`src/rtl/axis_pixel_pkg.sv`:
```
// Shared types and constants for the axis_pixel_tx AXI4-Stream pixel transmitter.
package axis_pixel_pkg;

  localparam int DEF_DATA_WIDTH = 32;
  localparam int DEF_FIFO_DEPTH = 8;
  localparam int DEF_LEN_WIDTH  = 16;

  // Wide enough for TDATA up to 1024 bits; the top slices off what it needs.
  localparam int                        MAX_STRB_WIDTH = 128;
  localparam logic [MAX_STRB_WIDTH-1:0] TSTRB_ALL_ONES = '1;

  typedef enum logic [1:0] {
    ST_IDLE   = 2'd0,
    ST_STREAM = 2'd1,
    ST_HOLD   = 2'd2
  } state_e;

endpackage : axis_pixel_pkg

```
`src/rtl/axis_pixel_fifo.sv`:
```
// Synchronous show-ahead FIFO buffering pixel words for axis_pixel_tx.
// Pointers carry one extra wrap bit so full and empty are distinguishable.
module axis_pixel_fifo
  import axis_pixel_pkg::*;
#(
  parameter int DATA_WIDTH = DEF_DATA_WIDTH,
  parameter int DEPTH      = DEF_FIFO_DEPTH
) (
  input  logic                      clk,
  input  logic                      rst_n,
  input  logic                      push,
  input  logic [DATA_WIDTH-1:0]     wr_data,
  input  logic                      pop,
  output logic [DATA_WIDTH-1:0]     rd_data,
  output logic [$clog2(DEPTH):0]    level,
  output logic                      full,
  output logic                      empty
);

  localparam int             AW      = $clog2(DEPTH);
  localparam logic [AW:0]    DEPTH_L = (AW+1)'(DEPTH);
  localparam logic [AW:0]    ONE     = (AW+1)'(1);

  logic [AW:0]           wr_ptr_q, wr_ptr_d;
  logic [AW:0]           rd_ptr_q, rd_ptr_d;
  logic [DATA_WIDTH-1:0] mem_q [DEPTH];
  logic                  push_ok;
  logic                  pop_ok;

  assign level   = wr_ptr_q - rd_ptr_q;
  assign full    = (level == DEPTH_L);
  assign empty   = (level == '0);
  assign push_ok = push && !full;
  assign pop_ok  = pop && !empty;
  assign rd_data = mem_q[rd_ptr_q[AW-1:0]];

  // NOTE: every always_comb output gets a default first so no path can infer a latch.
  always_comb begin
    wr_ptr_d = wr_ptr_q;
    rd_ptr_d = rd_ptr_q;
    if (push_ok) wr_ptr_d = wr_ptr_q + ONE;
    if (pop_ok)  rd_ptr_d = rd_ptr_q + ONE;
  end

  // NOTE: sequential state uses non-blocking assignments so all flops update together.
  always_ff @(posedge clk or negedge rst_n) begin
    if (!rst_n) begin
      wr_ptr_q <= '0;
      rd_ptr_q <= '0;
    end else begin
      wr_ptr_q <= wr_ptr_d;
      rd_ptr_q <= rd_ptr_d;
    end
  end

  // NOTE: storage is deliberately not reset; the pointers alone define validity.
  always_ff @(posedge clk) begin
    if (push_ok) mem_q[wr_ptr_q[AW-1:0]] <= wr_data;
  end

endmodule : axis_pixel_fifo

```
`src/rtl/axis_pixel_tx.sv`:
```
// Packetising AXI4-Stream pixel transmitter: FIFO-buffered words sent as pkt_len-beat packets.
// Define AXIS_PIXEL_TX_SOF_USER_EN to add M_AXIS_TUSER, flagging the first beat of each packet.
module axis_pixel_tx
  import axis_pixel_pkg::*;
#(
  parameter int DATA_WIDTH = DEF_DATA_WIDTH,
  parameter int FIFO_DEPTH = DEF_FIFO_DEPTH,
  parameter int LEN_WIDTH  = DEF_LEN_WIDTH
) (
  input  logic                          ACLK,
  input  logic                          ARESETN,
  input  logic                          enable,
  input  logic [LEN_WIDTH-1:0]          pkt_len,
  input  logic                          wr_valid,
  input  logic [DATA_WIDTH-1:0]         wr_data,
  output logic                          wr_ready,
  output logic                          M_AXIS_TVALID,
  output logic [DATA_WIDTH-1:0]         M_AXIS_TDATA,
  output logic [DATA_WIDTH/8-1:0]       M_AXIS_TSTRB,
  output logic                          M_AXIS_TLAST,
`ifdef AXIS_PIXEL_TX_SOF_USER_EN
  output logic                          M_AXIS_TUSER,
`endif
  input  logic                          M_AXIS_TREADY,
  output logic [$clog2(FIFO_DEPTH):0]   fifo_level,
  output logic [31:0]                   pkt_count,
  output logic                          busy
);

  localparam logic [LEN_WIDTH-1:0] LEN_ONE = LEN_WIDTH'(1);

  state_e                state_q, state_d;
  logic [LEN_WIDTH-1:0]  len_q, len_d;
  logic [LEN_WIDTH-1:0]  beat_q, beat_d;
  logic [31:0]           pkt_count_q, pkt_count_d;
  logic                  rdy_en_q;

  logic                  fifo_push;
  logic                  fifo_full;
  logic                  fifo_empty;
  logic [DATA_WIDTH-1:0] fifo_rd_data;

  logic                  tvalid;
  logic                  last_beat;
  logic                  beat_fire;
  logic                  last_fire;
  logic                  pkt_start;
  logic [LEN_WIDTH-1:0]  pkt_len_eff;

  axis_pixel_fifo #(
    .DATA_WIDTH (DATA_WIDTH),
    .DEPTH      (FIFO_DEPTH)
  ) u_fifo (
    .clk     (ACLK),
    .rst_n   (ARESETN),
    .push    (fifo_push),
    .wr_data (wr_data),
    .pop     (beat_fire),
    .rd_data (fifo_rd_data),
    .level   (fifo_level),
    .full    (fifo_full),
    .empty   (fifo_empty)
  );

  // wr_ready stays low through reset and rises on the first clock edge after release.
  always_ff @(posedge ACLK or negedge ARESETN) begin
    if (!ARESETN) rdy_en_q <= 1'b0;
    else          rdy_en_q <= 1'b1;
  end

  assign wr_ready  = rdy_en_q && !fifo_full;
  assign fifo_push = wr_valid && wr_ready;

  assign last_beat   = (beat_q == len_q - LEN_ONE);
  assign beat_fire   = tvalid && M_AXIS_TREADY;
  assign last_fire   = beat_fire && last_beat;
  assign pkt_len_eff = (pkt_len == '0) ? LEN_ONE : pkt_len;
  // A new packet starts either from IDLE or straight after a last beat while enable holds.
  assign pkt_start   = ((state_q == ST_IDLE) && enable && !fifo_empty) ||
                       (last_fire && enable);

  always_ff @(posedge ACLK or negedge ARESETN) begin
    if (!ARESETN) state_q <= ST_IDLE;
    else          state_q <= state_d;
  end

  always_comb begin
    state_d = state_q;
    unique case (state_q)
      ST_IDLE:   if (enable && !fifo_empty)  state_d = ST_STREAM;
      ST_STREAM: if (last_fire && !enable)   state_d = ST_HOLD;
      ST_HOLD:                               state_d = ST_IDLE;
      default:                               state_d = ST_IDLE;
    endcase
  end

  always_comb begin
    tvalid        = (state_q == ST_STREAM) && !fifo_empty;
    busy          = (state_q != ST_IDLE);
    M_AXIS_TVALID = tvalid;
    M_AXIS_TDATA  = tvalid ? fifo_rd_data : '0;
    M_AXIS_TLAST  = tvalid && last_beat;
`ifdef AXIS_PIXEL_TX_SOF_USER_EN
    M_AXIS_TUSER  = tvalid && (beat_q == '0);
`endif
  end

  assign M_AXIS_TSTRB = TSTRB_ALL_ONES[DATA_WIDTH/8-1:0];

  always_comb begin
    len_d       = len_q;
    beat_d      = beat_q;
    pkt_count_d = pkt_count_q;
    if (beat_fire) beat_d      = beat_q + LEN_ONE;
    if (last_fire) pkt_count_d = pkt_count_q + 32'd1;
    // pkt_len is only looked at here, so mid-packet changes cannot resize a packet.
    if (pkt_start) begin
      len_d  = pkt_len_eff;
      beat_d = '0;
    end
  end

  always_ff @(posedge ACLK or negedge ARESETN) begin
    if (!ARESETN) begin
      len_q       <= LEN_ONE;
      beat_q      <= '0;
      pkt_count_q <= '0;
    end else begin
      len_q       <= len_d;
      beat_q      <= beat_d;
      pkt_count_q <= pkt_count_d;
    end
  end

  assign pkt_count = pkt_count_q;

endmodule : axis_pixel_tx
```
`config.mk`:
```
export PLATFORM = sky130hd
export DESIGN_NAME = axis_pixel_tx
export DESIGN_NICKNAME = d
export VERILOG_FILES = /design/src/rtl/axis_pixel_pkg.sv /design/src/rtl/axis_pixel_fifo.sv /design/src/rtl/axis_pixel_tx.sv
export SDC_FILE = /design/constraint.sdc
export NUM_CORES = 1
export LEC_CHECK = 0
export CELL_PAD_IN_SITES_DETAIL_PLACEMENT = 0
export CELL_PAD_IN_SITES_GLOBAL_PLACEMENT = 2
export CORE_MARGIN = 1
export CORE_UTILIZATION = 45
export CTS_CLUSTER_DIAMETER = 50
export DETAILED_ROUTE_END_ITERATION = 10
export MAX_ROUTING_LAYER = met4
export PLACE_DENSITY_LB_ADDON = 0.3
export SLEW_MARGIN = 10
export SYNTH_ARGS = -nofsm -noshare
export SYNTH_HDL_FRONTEND = slang
export SYNTH_SLANG_ARGS = --single-unit
export TNS_END_PERCENT = 10
```
`constraint.sdc`:
```
create_clock -name ACLK -period 12.45 [get_ports ACLK]
set_input_delay 2.49 -clock ACLK [delete_from_list [all_inputs] [get_ports ACLK]]
set_output_delay 2.49 -clock ACLK [all_outputs]
set_load 0.02 [all_outputs]
```
==> reports/results.tsv <==
stage	metric	value	unit
yosys	yosys-top-cells-count	edfxtp_1 (256), nand2_1 (98), dfrtp_1 (74)	
clock_network	cts.path.max_buffers	3	
yosys	avgSynthCellArea	16.1	µm²
global_route	grt_overflow	0	
route	drt-initial-drc-count	572	
setup_path	ff2ff_setup_slack	8.57	ns
global_route	grtUsageTotal	19.8	%
placed_design	dp_slack	6.08	ns
power	switching_power	1.32	mW
placed_design	io_buffers	124	
yosys	ys_ff_latch	331	
power	ir_worst_vdd	0.000203	V
route	num_vias	7722	
yosys	synth.distinct_cells	58	
floorplan	dieArea	31500	µm²
worst_hold_path	hp-class	reg -> reg	
setup_path	path_class	reg -> out	
outcome	outcome	finished clean	
sta	drv_slew	0	
sta	setup_slack	5.61	ns
power	sw_frac_of_total	33.5	%
layout	final-instance-count-excl-fill	1417	
sta	whs	0.471	ns
power	power_leakage	5.99	nW
sta	finalSetupViolCount	0	
layout	synthToLayoutAreaGrowth	21.5	%
floorplan	num_io_pins	129	
route	viasPerCell	5.45	
setup_path	start_kind	flip-flop	
sta	finalCritPeriodShare	55.0	%
yosys	synth.largest_area_cell	edfxtp_1	
sta	slew_headroom	25.5	%
layout	drive_gt1_share	17.9	%
setup_path	cp-end-kind	output port	
worst_hold_path	hold-path-cell-count	1	
clock_network	cts-buffers-inserted	40	
setup_path	cp_slowest_stage_delay	0.73	ns
layout	diodes	0	
yosys	synth_top_flop_cell	edfxtp_1	
global_route	grt_pass1_vias	7876	
power	clockPowerShare	28.2	%
setup_path	required	9.96	ns
yosys	synth.yosys.seq_area_share	69.0	%
route	postRouteAntennaNets	0	
yosys	netlist_instances	860	
clock_network	cts.clk_slew.worst_paths	0.05	ns
clock_network	ctsResizeCount	0	
route	wire_per_inst	20.4	µm
sta	fin_crit	6.84	ns
floorplan	die_h	177	µm
job	cap_violations	0	
yosys	netlist_top_cells_area	edfxtp_1 (55%), dfrtp_1 (13%), mux4_2 (10%)	
layout	fin_nets	1059	
floorplan	die_w	177	µm
clock_network	cts.sinks	331	
setup_path	critical-path-slowest-cell	dfrtp_4	
yosys	yosysWarnings	0	
setup_path	path_cells	ha_1 > inv_1 > fa_1 > xor2_1 > or3_1 > nor3_1 > nor2_1 > nand2_1 > buf_4 > a21oi_1 > clkdlybuf4s50_1	
yosys	synth-async-reset-ratio	22.7	%
global_route	grt_pass1_wl	45900	µm
route	drc	0	
sta	hold_violations	0	
yosys	synth_edf_count	256	
power	pwr-share-comb	35.6	%
power	power.internal	2.63	mW
sta	tightestPinTransition	1.11	ns
floorplan	start_util	46.3	%
power	power.total	3.95	mW
placed_design	dp.cells	1345	
sta	rsz0062_at_grt	false	
floorplan	row_count	63	
clock_network	post-cts-setup-buffer-count	0	
route	finalWirelength	29000	µm
sta	setup_tns	0	ns
clock_network	root_buffer	clkbuf_16	
power	powerDensity	235	nW/µm²
layout	fillers	2389	
clock_network	cts_tree	done	
clock_network	postCtsHoldBufs	0	
setup_path	cp.arrival	4.35	ns
route	first_pass_iters	4	
global_route	grt_start_max_net_pins	76	
sta	finClkSkew	0.0287	ns
setup_path	ff2ff_path_depth	10	
placed_design	gp_congestion	0.730	
placed_design	dpl.hpwl	17100	µm
global_route	antenna_found_initial	0	
floorplan	coreArea	30000	µm²
power	seqPwrFrac	36.2	%
yosys	synth_most_common_cell	edfxtp_1	
setup_path	path_max_fanout	24	
clock_network	clk_latency	0.54	ns
clock_network	ctsHtreeMaxLevel	2	
yosys	synth_area	13900	µm²
sta	fmax	0.146	GHz
yosys	synth_top_area_share	55.5	%
[cell usage in the layout (no fill, tap or decap), types with 4 or more instances in the layout]
cell / n
edfxtp_1: 256
clkdlybuf4s50_1: 123
nand2_1: 98
dfrtp_1: 72
mux4_2: 64
clkbuf_16: 41
xnor2_1: 39
a21oi_1: 38
xor2_1: 33
nor2_1: 25
and3_1: 20
nand4_1: 20
nand3_1: 17
mux2_2: 16
buf_4: 16
inv_1: 12
nor3_1: 8
nor2_2: 8
ha_1: 8
clkinv_2: 8
clkbuf_1: 7
nor4_1: 6
and4_1: 5
conb_1: 5
or3_1: 4
o21ai_0: 4
clkinv_1: 4
clkinv_4: 4
[final timing paths]
check                                                    start                        endpoint
worst min register to register       pkt_count[31]$_DFFE_PN0P_       pkt_count[31]$_DFFE_PN0P_
min in group asynchronous                              ARESETN           len_q[12]$_DFFE_PN0P_
max in group asynchronous                              ARESETN  u_fifo.rd_ptr_q[0]$_DFFE_PN0P_
worst max-delay path            u_fifo.rd_ptr_q[0]$_DFFE_PN0P_                M_AXIS_TDATA[22]
worst max register to register  u_fifo.rd_ptr_q[2]$_DFFE_PN0P_    u_fifo.mem_q[0][9]$_DFFE_PP_
worst min-delay path                 pkt_count[31]$_DFFE_PN0P_       pkt_count[31]$_DFFE_PN0P_
[flip-flops by register name, summed over array words and instances, names as in the netlist]
name and cells:
pkt_count 32, u_fifo.wr_ptr_q 4, state_q 2, beat_q 16, rdy_en_q 1, len_q 16
u_fifo.rd_ptr_q 4, u_fifo.mem_q 256
[cell families after synthesis]
kind of cell | Yosys count | synth area share [%]
compound gates | 64 | 2.81
xor+xnor | 72 | 4.55
fa+ha+maj | 9 | 0.867
buf+inv | 60 | 2.00
flops | 331 | 69.0
mux | 81 | 11.8
other cells | 1 | 0.0271
simple gates | 242 | 8.96
[power groups by stage]
stage | Combinational, mW | Clock [mW] | Sequential (mW)
after CTS | 1.44 | 1.14 | 1.43
after global routing | 1.53 | 1.19 | 1.45
final | 1.41 | 1.11 | 1.43
after detailed placement | 1.43 | 0 | 1.46
after floorplan | 0.940 | 0 | 1.39
after global placement | 1.43 | 0 | 1.45
[per-stage QoR]
stage	util, %	cell area, µm²
after floorplan	-	13900
after global placement	51.9	15500
after detailed placement	51.9	15500
after CTS	56.2	16800
after global routing	56.2	16800
final	56.2	16800
[worst max-delay path: cells and delay by family (launching register included)]
| family | cells | cell delay (ns) |
|---|---|---|
| buf+inv | 3 | 1.03 |
| simple gates | 4 | 1.18 |
| flops | 1 | 0.73 |
| xor+xnor | 1 | 0.16 |
| compound gates | 1 | 0.10 |
| fa+ha+maj | 2 | 0.62 |
[routing by layer]
layer / GRT usage (%) / wire length, µm
met1: 26.4 / 12600
met2: 32.0 / 14500
met3: 3.34 / 1400
met4: 4.45 / 458
met5: - / 0
[final cells by class]
cell class,count,area [µm²],area share [%]
clock buffer,50,1080,6.41
clock inverter,22,213,1.26
inverter,12,45.0,0.268
multi-input combinational,473,4090,24.3
sequential,331,9570,56.9
tap,390,488,2.90
timing repair buffer,139,1350,8.03
No activity file was read; power rests on OpenSTA's default activity.
